==> src/rtl/reg_file_array.sv <==
// Parametrised register file: one write port, one registered read port, per-entry valid tracking.
// Optional same-address write-to-read bypass is enabled by defining REG_FILE_BYPASS_EN.
module reg_file_array #(
  parameter int WIDTH = 8,
  parameter int DEPTH = 8
) (
  input  logic                       clk,
  input  logic                       resetn,
  input  logic                       wr_en,
  input  logic [$clog2(DEPTH)-1:0]   wr_addr,
  input  logic [WIDTH-1:0]           wr_data,
  input  logic                       rd_en,
  input  logic [$clog2(DEPTH)-1:0]   rd_addr,
  input  logic                       clr,
  output logic [WIDTH-1:0]           rd_data,
  output logic                       rd_valid,
  output logic                       err_unwritten,
  output logic                       err_addr,
  output logic [$clog2(DEPTH+1)-1:0] count
);

  localparam int AW = $clog2(DEPTH);
  localparam int CW = $clog2(DEPTH + 1);
  localparam logic [AW:0] DEPTH_L = (AW + 1)'(DEPTH);

  logic [WIDTH-1:0] mem_q [DEPTH];
  logic [WIDTH-1:0] mem_d [DEPTH];
  logic [DEPTH-1:0] vld_q, vld_d;
  logic [CW-1:0]    count_q, count_d;
  logic [WIDTH-1:0] rd_data_q, rd_data_d;
  logic             rd_valid_q, rd_valid_d;
  logic             err_unw_q, err_unw_d;
  logic             err_addr_q, err_addr_d;

  logic wr_in_range_s, rd_in_range_s, wr_acc_s, byp_hit_s;

  assign wr_in_range_s = ({1'b0, wr_addr} < DEPTH_L);
  assign rd_in_range_s = ({1'b0, rd_addr} < DEPTH_L);
  // clr drops a same-cycle write, so a dropped write can never be bypassed either
  assign wr_acc_s      = wr_en && wr_in_range_s && !clr;

`ifdef REG_FILE_BYPASS_EN
  assign byp_hit_s = wr_acc_s && (wr_addr == rd_addr);
`else
  assign byp_hit_s = 1'b0;
`endif

  // Next storage, valid bits and entry count
  always_comb begin
    mem_d   = mem_q;
    vld_d   = vld_q;
    count_d = count_q;
    if (clr) begin
      vld_d   = '0;
      count_d = '0;
    end else if (wr_acc_s) begin
      mem_d[wr_addr] = wr_data;
      vld_d[wr_addr] = 1'b1;
      if (!vld_q[wr_addr]) begin
        count_d = count_q + CW'(1);
      end else begin
        count_d = count_q;
      end
    end else begin
      count_d = count_q;
    end
  end

  // Next read response; reads observe pre-write, pre-clear state unless bypassed
  always_comb begin
    rd_data_d  = '0;
    rd_valid_d = 1'b0;
    err_unw_d  = 1'b0;
    err_addr_d = wr_en && !wr_in_range_s;
    if (rd_en) begin
      rd_valid_d = 1'b1;
      if (!rd_in_range_s) begin
        err_addr_d = 1'b1;
      end else if (byp_hit_s) begin
        rd_data_d = wr_data;
      end else if (vld_q[rd_addr]) begin
        rd_data_d = mem_q[rd_addr];
      end else begin
        err_unw_d = 1'b1;
      end
    end else begin
      rd_valid_d = 1'b0;
    end
  end

  // State registers with synchronous active-low reset
  always_ff @(posedge clk) begin
    if (!resetn) begin
      for (int i = 0; i < DEPTH; i++) begin
        mem_q[i] <= '0;
      end
      vld_q      <= '0;
      count_q    <= '0;
      rd_data_q  <= '0;
      rd_valid_q <= 1'b0;
      err_unw_q  <= 1'b0;
      err_addr_q <= 1'b0;
    end else begin
      mem_q      <= mem_d;
      vld_q      <= vld_d;
      count_q    <= count_d;
      rd_data_q  <= rd_data_d;
      rd_valid_q <= rd_valid_d;
      err_unw_q  <= err_unw_d;
      err_addr_q <= err_addr_d;
    end
  end

  assign rd_data       = rd_data_q;
  assign rd_valid      = rd_valid_q;
  assign err_unwritten = err_unw_q;
  assign err_addr      = err_addr_q;
  assign count         = count_q;

endmodule

==> config.mk <==
export PLATFORM = sky130hd
export DESIGN_NAME = reg_file_array
export DESIGN_NICKNAME = d
export VERILOG_FILES = /design/src/rtl/reg_file_array.sv
export SDC_FILE = /design/constraint.sdc
export NUM_CORES = 1
export LEC_CHECK = 0
export ABC_AREA = 1
export CAP_MARGIN = 20
export CORE_MARGIN = 8
export CORE_UTILIZATION = 55
export CTS_BUF_LIST = sky130_fd_sc_hd__clkbuf_4
export DETAILED_ROUTE_END_ITERATION = 16
export PLACE_DENSITY = 0.84
export REMOVE_ABC_BUFFERS = 1
export SYNTH_ARGS = -nofsm -noshare
export SYNTH_HDL_FRONTEND = slang
export SYNTH_SLANG_ARGS = --single-unit
==> constraint.sdc <==
create_clock -name clk -period 1.85 [get_ports clk]
set_input_delay 0.555 -clock clk [delete_from_list [all_inputs] [get_ports clk]]
set_output_delay 0.555 -clock clk [all_outputs]
set_load 0.02 [all_outputs]
# --- Word level (Yosys, flattened, before mapping) ---
# Index checks and enable logic that the tools add are counted.
classes:
  n_reduce_logical: 9
  div: 0
  bitwise_logic: 6
  eq_ne: 0
  mul: 0
  add_sub_neg: 1
  n_shift: 0
  muxes: 14
  order_cmp: 6
op_table:
  columns: ["operator", "count"]
  rows:
  - ["$bwmux W64", 1]
  - ["$bmux W8 S3", 1]
  - ["$demux W8 S3", 1]
  - ["$mux W8", 3]
  - ["$ge A4 B4 Y1 const B", 2]
  - ["$lt A3 B4 Y1 const B", 2]
  - ["$not A3 Y4", 2]
  - ["$or A8 B8 Y8", 1]
  - ["$bmux W1 S3", 2]
  - ["$reduce_and A2 Y1", 3]
  - ["$mux W1", 5]
  - ["$add A4 B1 Y4 const B", 1]
  - ["$lt A4 B1 Y1 const B", 1]
  - ["$demux W1 S3", 1]
  - ["$ge A3 B1 Y1 const B", 1]
  - ["$logic_and A1 B1 Y1", 3]
  - ["$not A1 Y1", 3]
  - ["$reduce_and A3 Y1", 1]
  - ["$reduce_or A2 Y1", 1]
  - ["$logic_not A1 Y1", 1]
word_totals:
  rom_bits: 0
  ram_bits: 0
  input_bits: 19
  ff_bits: 86
  wordCells: 49
  n_memories: 0
  latchBits: 0

# --- Longest topological paths before layout ---
depth:
  word_depth: 6
  ltp_mapped: 10
  ltp_nobuf: 8

# --- Worst setup path before layout ---
# OpenSTA, ideal clock, no wires.
synth_path:
  path_kind: "input-to-reg"
  start: "input wr_en"
  end: "register mem_q[17] (netlist name)"
  n_path_buf: 1
  setup_slack_ns: 0.369
  setup_time_ns: 0.115
  arrival_ns: 1.366
  cell_stages: 8
  cell_sequence: "inv_1 > nor2_2 > inv_1 > nor2_8 > nand2_4 > buf_6 > o21ai_2 > a21oi_2"
synth_via:
  elab_chain_cells: 2
synth_lines:
  columns: ["item", "line", "text"]
  rows:
  - ["start, declared", "9", "input logic wr_en,"]
  - ["$logic_and A1 B1 Y1", "40", "assign wr_acc_s = wr_en && wr_in_range_s && !clr;"]
  - ["$reduce_and A2 Y1 (no line)", null, null]
  - ["end signal, assigned", "104", "mem_q <= mem_d;"]
  - ["end, declared", "26", "logic [WIDTH-1:0] mem_q [DEPTH];"]
# Every way passes these cells.
# A chain may end at the register's enable or synchronous reset.

# --- Worst setup path in the final report ---
layout_path:
  start: "register count_q[0] (netlist: count[0])"
  end: "output count[0]"
layout_lines:
  columns: ["item", "line", "text"]
  rows:
  - ["start, declared", "29", "logic [CW-1:0] count_q, count_d;"]
  - ["start signal, assigned", "106", "count_q <= count_d;"]
  - ["end, declared", "19", "output logic [$clog2(DEPTH+1)-1:0] count"]
# No word-level cell between the ends.

==> metrics.md <==
| Metric | Value |
|---|---|
| Result of the run | `finished, final reports clean` |
| Most frequent standard cell in the layout excluding fill and tap cells | `sky130_fd_sc_hd__nor2_1` |
| Startpoint class of the critical path | `flip-flop` |
| Number of detailed-route iterations in the first pass | `5` |
| Post-synth cell types | `27` |
| Top-level I/O count | `34` |
| Type of the worst setup path | `flip-flop to output pin` |
| Share of final-layout standard cells stronger than drive strength 1 | `0.119` |
| Number of antenna violations at the first check in global routing | `0` |
| Class of the tightest hold or removal check | `flip-flop to flip-flop` |
| Residual antenna-violating net count after detailed routing | `0` |
| Number of maximum-capacitance constraint violations | `0` |
| Total number of vias | `around 3,600` |
| Top library cells by usage in the layout, fill and taps aside | `sky130_fd_sc_hd__nor2_1 (163), sky130_fd_sc_hd__dfxtp_1 (86), sky130_fd_sc_hd__o21ai_0 (78)` |
| Dominant combinational cell family by area after synthesis | `simple AND/OR/NAND/NOR gates` |
| DRC violation count after routing | `0` |
| P per Cell Area | `approximately 740 mW/mm2` |
| Worst path arrival time | `approximately 1.2 ns` |
| Global-route wire length before repair | `about 15 mm` |
| Last weighted congestion value of the routability-driven placer | `between 0.8 and 0.9` |
| Drt wl/cell | `~14 um` |
| Number of antenna repair diodes | `0` |
| Avg Cell Area, Syn | `7.02 um2` |
| Portion of the clock cycle consumed by the worst path in the final layout | `0.943` |
| Initial core utilization | `0.564` |
| Adder-cell share of the synthesized area | `0.00330` |
| Instance count after placement with tap cells included | `between 600 and 700` |
| Maximum number of pins on one net before global-route repair | `25` |
| Leakage | `around 0.0019 uW` |
| Stage delay of the slowest cell on the critical path | `approximately 0.41 ns` |
| Clock-pin slew on the worst setup and hold paths | `between 0.1 and 0.15 ns` |
| Global Route Usage Sum | `0.192` |
| Total congestion overflow after global routing | `0` |
| Critical Path End Type | `output pin` |
| Clock sink count | `86` |
| Unrepaired setup endpoints after global routing | `false` |
| Critical path data required time | `1.29 ns` |
| Core area | `about 0.0067 mm2` |
| Area growth from synthesis to layout | `16.9%` |
| Worst voltage drop across the vdd grid | `0.451 mV` |
| Largest fanout on the critical path | `5` |
| Synthesized area | `~0.0038 mm2` |
| Port Buffers | `32` |
| FMAX | `573 MHz` |
| Post-synthesis sequential element count | `86` |
| Count of final hold-check violations | `0` |
| Post-synthesis compound-gate area fraction | `0.196` |
| Post-Route Skew | `about 0.0067 ns` |
| Final HPWL DP | `around 6.9 mm` |
| Seq/Total Area, Yosys | `0.454` |
| Minimum setup slack in the final design | `approximately 0.10 ns` |
| Count of endpoints failing setup in the final report | `0` |
| Clock root buffer | `sky130_fd_sc_hd__clkbuf_4` |
| Maximum clock insertion buffer count | `2` |
| Fin. max-slew vios | `0` |
| Post-CTS setup buffer count | `0` |
| Total length of routed wires | `approximately 9 mm` |
| H-tree level count | `3` |
| Via count of the first global-routing pass | `approximately 3,400` |
| Final std cells w/o fill | `slightly below 700` |
| Share of synthesized cell area in and, or, nand and nor gates | `0.257` |
| Post-Route Utilization | `0.659` |
| Cells traversed along the worst timing path | `dlygate4sd2_1` |
| Number of DRC markers after the initial detailed-route iteration | `230` |
| Warnings, synthesis | `0` |
| Die Y | `a little under 100 um` |
| Synth Instances | `between 500 and 600` |
| Clock insertion delay at the later pin of the skew report | `roughly 0.43 ns` |
| Number of nets in the layout | `612` |
| Die span in x | `about 99 um` |
| Site row count | `30` |
| Vias per Instance | `roughly 5.3` |
| Full die area | `around 0.01 mm2` |
| Max stage delay cell, worst path | `sky130_fd_sc_hd__dfxtp_1` |
| Number of CTS-inserted buffers | `9` |
| Worst path top cell family by delay | `flip-flops` |
| Synth Area in XOR/XNOR | `0.00462` |
| Power after layout | `about 3300 uW` |
| TritonCTS clock tree | `built` |
| Setup WS pre-CTS | `-0.271 ns` |
| Minimum clock period after layout | `approximately 1.7 ns` |
| CP Buf/Inv Count | `1` |
| Fraction of synthesized area in multiplexers | `0` |
==> cells in the mapped netlist, drive strengths merged <==
cell	number	share of area
o211ai	6	0.012
inv	44	0.044
clkbuf	7	0.0069
clkinv	2	0.0020
a21oi	30	0.041
nand2	61	0.071
xnor2	1	0.0023
conb	1	0.00099
nor2	166	0.17
buf	17	0.031
nand3	11	0.015
o21ai	106	0.14
xor2	1	0.0023
ha	1	0.0033
dfxtp	86	0.45
==> flip-flops by register name, indices dropped and copies added, names as in the netlist <==
signal	cells
mem_q	64
rd_data	8
vld_q	8
count	4
err_unwritten	1
rd_valid	1
==> final timing paths <==
kind                      endpoint  cells after the start  slack, ns                   from
max reg2reg  count[1]$_SDFFE_PP0P_                      8       0.62  vld_q[4]$_SDFFE_PP0P_
min reg2reg  mem_q[7]$_SDFFE_PN0P_                      2       0.47  mem_q[7]$_SDFFE_PN0P_
max                       count[0]                      1       0.10  count[0]$_SDFFE_PP0P_
min          mem_q[7]$_SDFFE_PN0P_                      2       0.47  mem_q[7]$_SDFFE_PN0P_
==> metrics by stage <==
step / TNS [ns] / hold slack, ns / cell area, um2
floorplan: 0 / 0.429 / 3640
global placement: -9.99 / 0.440 / 4330
detailed placement: -13.67 / 0.442 / 4330
CTS: 0 / 0.461 / 4430
global route: 0 / 0.460 / 4430
finish: 0 / 0.466 / 4430
==> where the power goes <==
group	internal [uW]	leakage [uW]	switching, uW	total (uW)
sequential	1890	0.000696	17.9	1910
clock	316	0.0000610	620	936
combinational	179	0.00117	266	444
total	2390	0.00193	904	3290
==> per-layer routing <==
| layer | vias to the layer above | part of all wire | GRT usage |
|---|---|---|---|
| met5 | - | 0 | 0 |
| met4 | 0 | 0.013 | 0.0779 |
| met3 | 12 | 0.063 | 0.0289 |
| met2 | 116 | 0.48 | 0.335 |
| met1 | 1648 | 0.44 | 0.230 |
| li1 | 1839 | - | - |
==> cell type report <==
class	count	area, um2
fillers	587	2290
multi-input cells	384	1750
clock inverters	4	23.8
clock buffers	12	90.1
flip-flops and latches	86	1720
well taps	80	100
inverters	46	175
repair buffers	65	571
==> cells by family (layout without fill, tap and decap cells) <==
group | count (synthesis) | in the layout
adders and majority gates | 1 | 1
AOI/OAI and AO/OA | 142 | 142
other | 1 | 1
and+or+nand+nor | 238 | 238
xor gates and xnor gates | 2 | 2
buffers and inverters | 70 | 127
DFF | 86 | 86
==> repair_timing <==
action / CTS / global route
gates resized for setup: 14 / 0
hold buffers: 0 / 0
setup endpoints to repair: 14 / 0
No activity file was read; power rests on OpenSTA's default activity.
==> RTL edit, RTL diff (same settings) <==
`rd_data_q` no longer has a reset.
--- a/src/rtl/reg_file_array.sv
+++ b/src/rtl/reg_file_array.sv
@@ -97,5 +97,4 @@
       vld_q      <= '0;
       count_q    <= '0;
-      rd_data_q  <= '0;
       rd_valid_q <= 1'b0;
       err_unw_q  <= 1'b0;
@@ -105,9 +104,12 @@
       vld_q      <= vld_d;
       count_q    <= count_d;
-      rd_data_q  <= rd_data_d;
       rd_valid_q <= rd_valid_d;
       err_unw_q  <= err_unw_d;
       err_addr_q <= err_addr_d;
     end
+  end
+
+  always_ff @(posedge clk) begin
+    rd_data_q <= rd_data_d;
   end
 
Formal check against the unedited RTL: differs if resetn is asserted again (counterexample within 4 cycles, from zero or initial values and one cycle with resetn low); with resetn held inactive, the same outputs for 4 cycles.
==> RTL edit against the unedited design <==
  * Worst setup slack worse by 0.044 ns
  * Clock skew is 0.014 ns higher
  * Power is 3.7% higher
  * Maximum frequency is 2.5% lower
  * Global-route usage is 0.25 points lower
  * Wire length is 1.4% lower
  * Synthesized area is 0.69% higher
  * Design area is 0.82% lower
  * Sequential cell count stayed put
  * Combinational power is 0.9% lower
  * Final cell count is 3.0% lower
  * Largest power group unchanged
==> RTL edit: results (changes against the unedited design) <==
- Setup Slack @ Placement: -0.225 ns (+0.0464 ns)
- Skew-Pair Late Insertion Delay: 0.44 ns
- Least-Margin Pin Slew: 0.545 ns
- Reg clk slew, reported paths: 0.14 ns (+0.02 ns)
- Top FF cell, synth: dfxtp_1
- Peak supply drop: 0.000497 V (+10%)
- # port buffers: 32 (unchanged)
- Top cells by count, synth: nor2_1, dfxtp_1, o21ai_0
- Worst EP arrival: 1.23 ns (+0.04 ns)
- Largest net degree at the start of global routing: 66 (+160%)
- CTS Buf Count: 9 (unchanged)
- Via count: 3,504 (-3.1%)
- Htree depth: 3 (unchanged)
- Hold WC Path Type: reg2reg
- Setup Skew: 0.0202 ns (+0.0135 ns)
- Share of layout cells above drive strength 1: 0.120 (+0.000656)
- Largest Register: mem_q
- Placer Congestion: 0.889 (about the same)
- Post-layout nets: 592 (-3.3%)
- DP Area: 4270 um2 (-1.4%)
- Number of fill cells: 602 (+2.6%)
- 1st-iter DRT viols: 252 (+9.6%)
- Drt first pass iters: 5 (unchanged)
- Inserted Diodes: 0 (unchanged)
- DP HPWL: 6600 um (-3.8%)
- Number of global-route vias before repair: 3,195 (-5.4%)
- Avg Inst Size Synth: 7.13 um2 (+1.6%)
- Nature of the critical path endpoint: output port
- Largest register FFs: 64 (unchanged)
- Critical-path top delay cell: dfxtp_1
- Post-synthesis sequential area ratio: 0.451 (-0.00313)
- Yosys Warn Count: 0 (unchanged)
- Status: finished clean
- CP delay by family, top: flip-flops
- Clock Tree Buf Depth: 2 (unchanged)
- CTS Root Cell: clkbuf_4
- Placed Cells: 641 (-3.0%)
- Global-route wire length before repair: 15,200 um (-1.7%)
- Critical path fanouts, max: 5 (unchanged)
- CP peak stage delay: 0.43 ns (+0.02 ns)
- Main area contributors after synthesis: dfxtp_1, nor2_1, o21ai_0
- Non-Filler Instances: 657 (-3.0%)
- Total track usage: 0.190 (-0.00251)
- R2R cell count: 6 (-2)
- WL final: 9140 um (-1.4%)
- Leakage power: 1.87 nW (-2.7%)
- Fraction of registers with async set/reset: 0 (unchanged)
- Setup slack after layout: 0.0605 ns (-0.0442 ns)
- Yosys cell types: 29 (+7.4%)
- Initial antenna violation count: 0 (unchanged)
- Hold Path Depth: 2 (unchanged)
==> RTL edit: cell types whose count changed after synthesis, moves of 3 or more <==
| cell | before | now |
|---|---|---|
| nor2_4 | 1 | 4 |
| inv_2 | 6 | 12 |
| nor2_1 | 163 | 151 |
| a21oi_1 | 29 | 32 |
| inv_1 | 37 | 32 |
==> RTL edit: layout make-up <==
class	count	area, um2	area share
sequential	86	1720	0.392
inverter	47	179	0.0407
multi-input combinational	378	1770	0.403
timing repair buffer	50	483	0.110
clock buffer	10	75.1	0.0171
tap	80	100	0.0228
clock inverter	6	62.6	0.0142
==> RTL edit: worst paths after layout <==
| kind | start | endpoint | slack [ns] |
|---|---|---|---|
| worst min-delay path | mem_q[39] | mem_q[39] | 0.47 |
| worst max register to register | vld_q[2] | rd_data[5] | 0.70 |
| worst max-delay path | count[0] | count[0] | 0.06 |
| worst min register to register | mem_q[39] | mem_q[39] | 0.47 |
==> RTL edit: layer usage <==
metal / global-route usage / wire [um] / vias up
met4: 0.0815 / 167 / 0
met5: 0 / 0 / -
met1: 0.234 / 4050 / 1590
met3: 0.0321 / 450 / 18
met2: 0.318 / 4470 / 107
li1: - / - / 1789
==> RTL edit: kinds of logic after synthesis <==
family / share of synthesized area
adders and majority gates: 0.00328
xor gates and xnor gates: 0.00459
other: 0.000983
AOI/OAI and AO/OA: 0.196
and+or+nand+nor: 0.259
DFF: 0.451
buffers and inverters: 0.0843
==> RTL edit: timing repair <==
| item | CTS | global route |
|---|---|---|
| endpoints found under the setup margin | 14 | 0 |
| gates resized for setup | 14 | 0 |
| buffers inserted | 0 | 0 |
| hold buffers | 0 | 0 |
| endpoints found under the hold margin | 0 | 0 |
==> RTL edit: power breakdown <==
group | internal (mW) | switching [mW]
clock | 0.423 | 0.635
combinational | 0.171 | 0.268
sequential | 1.89 | 0.0197
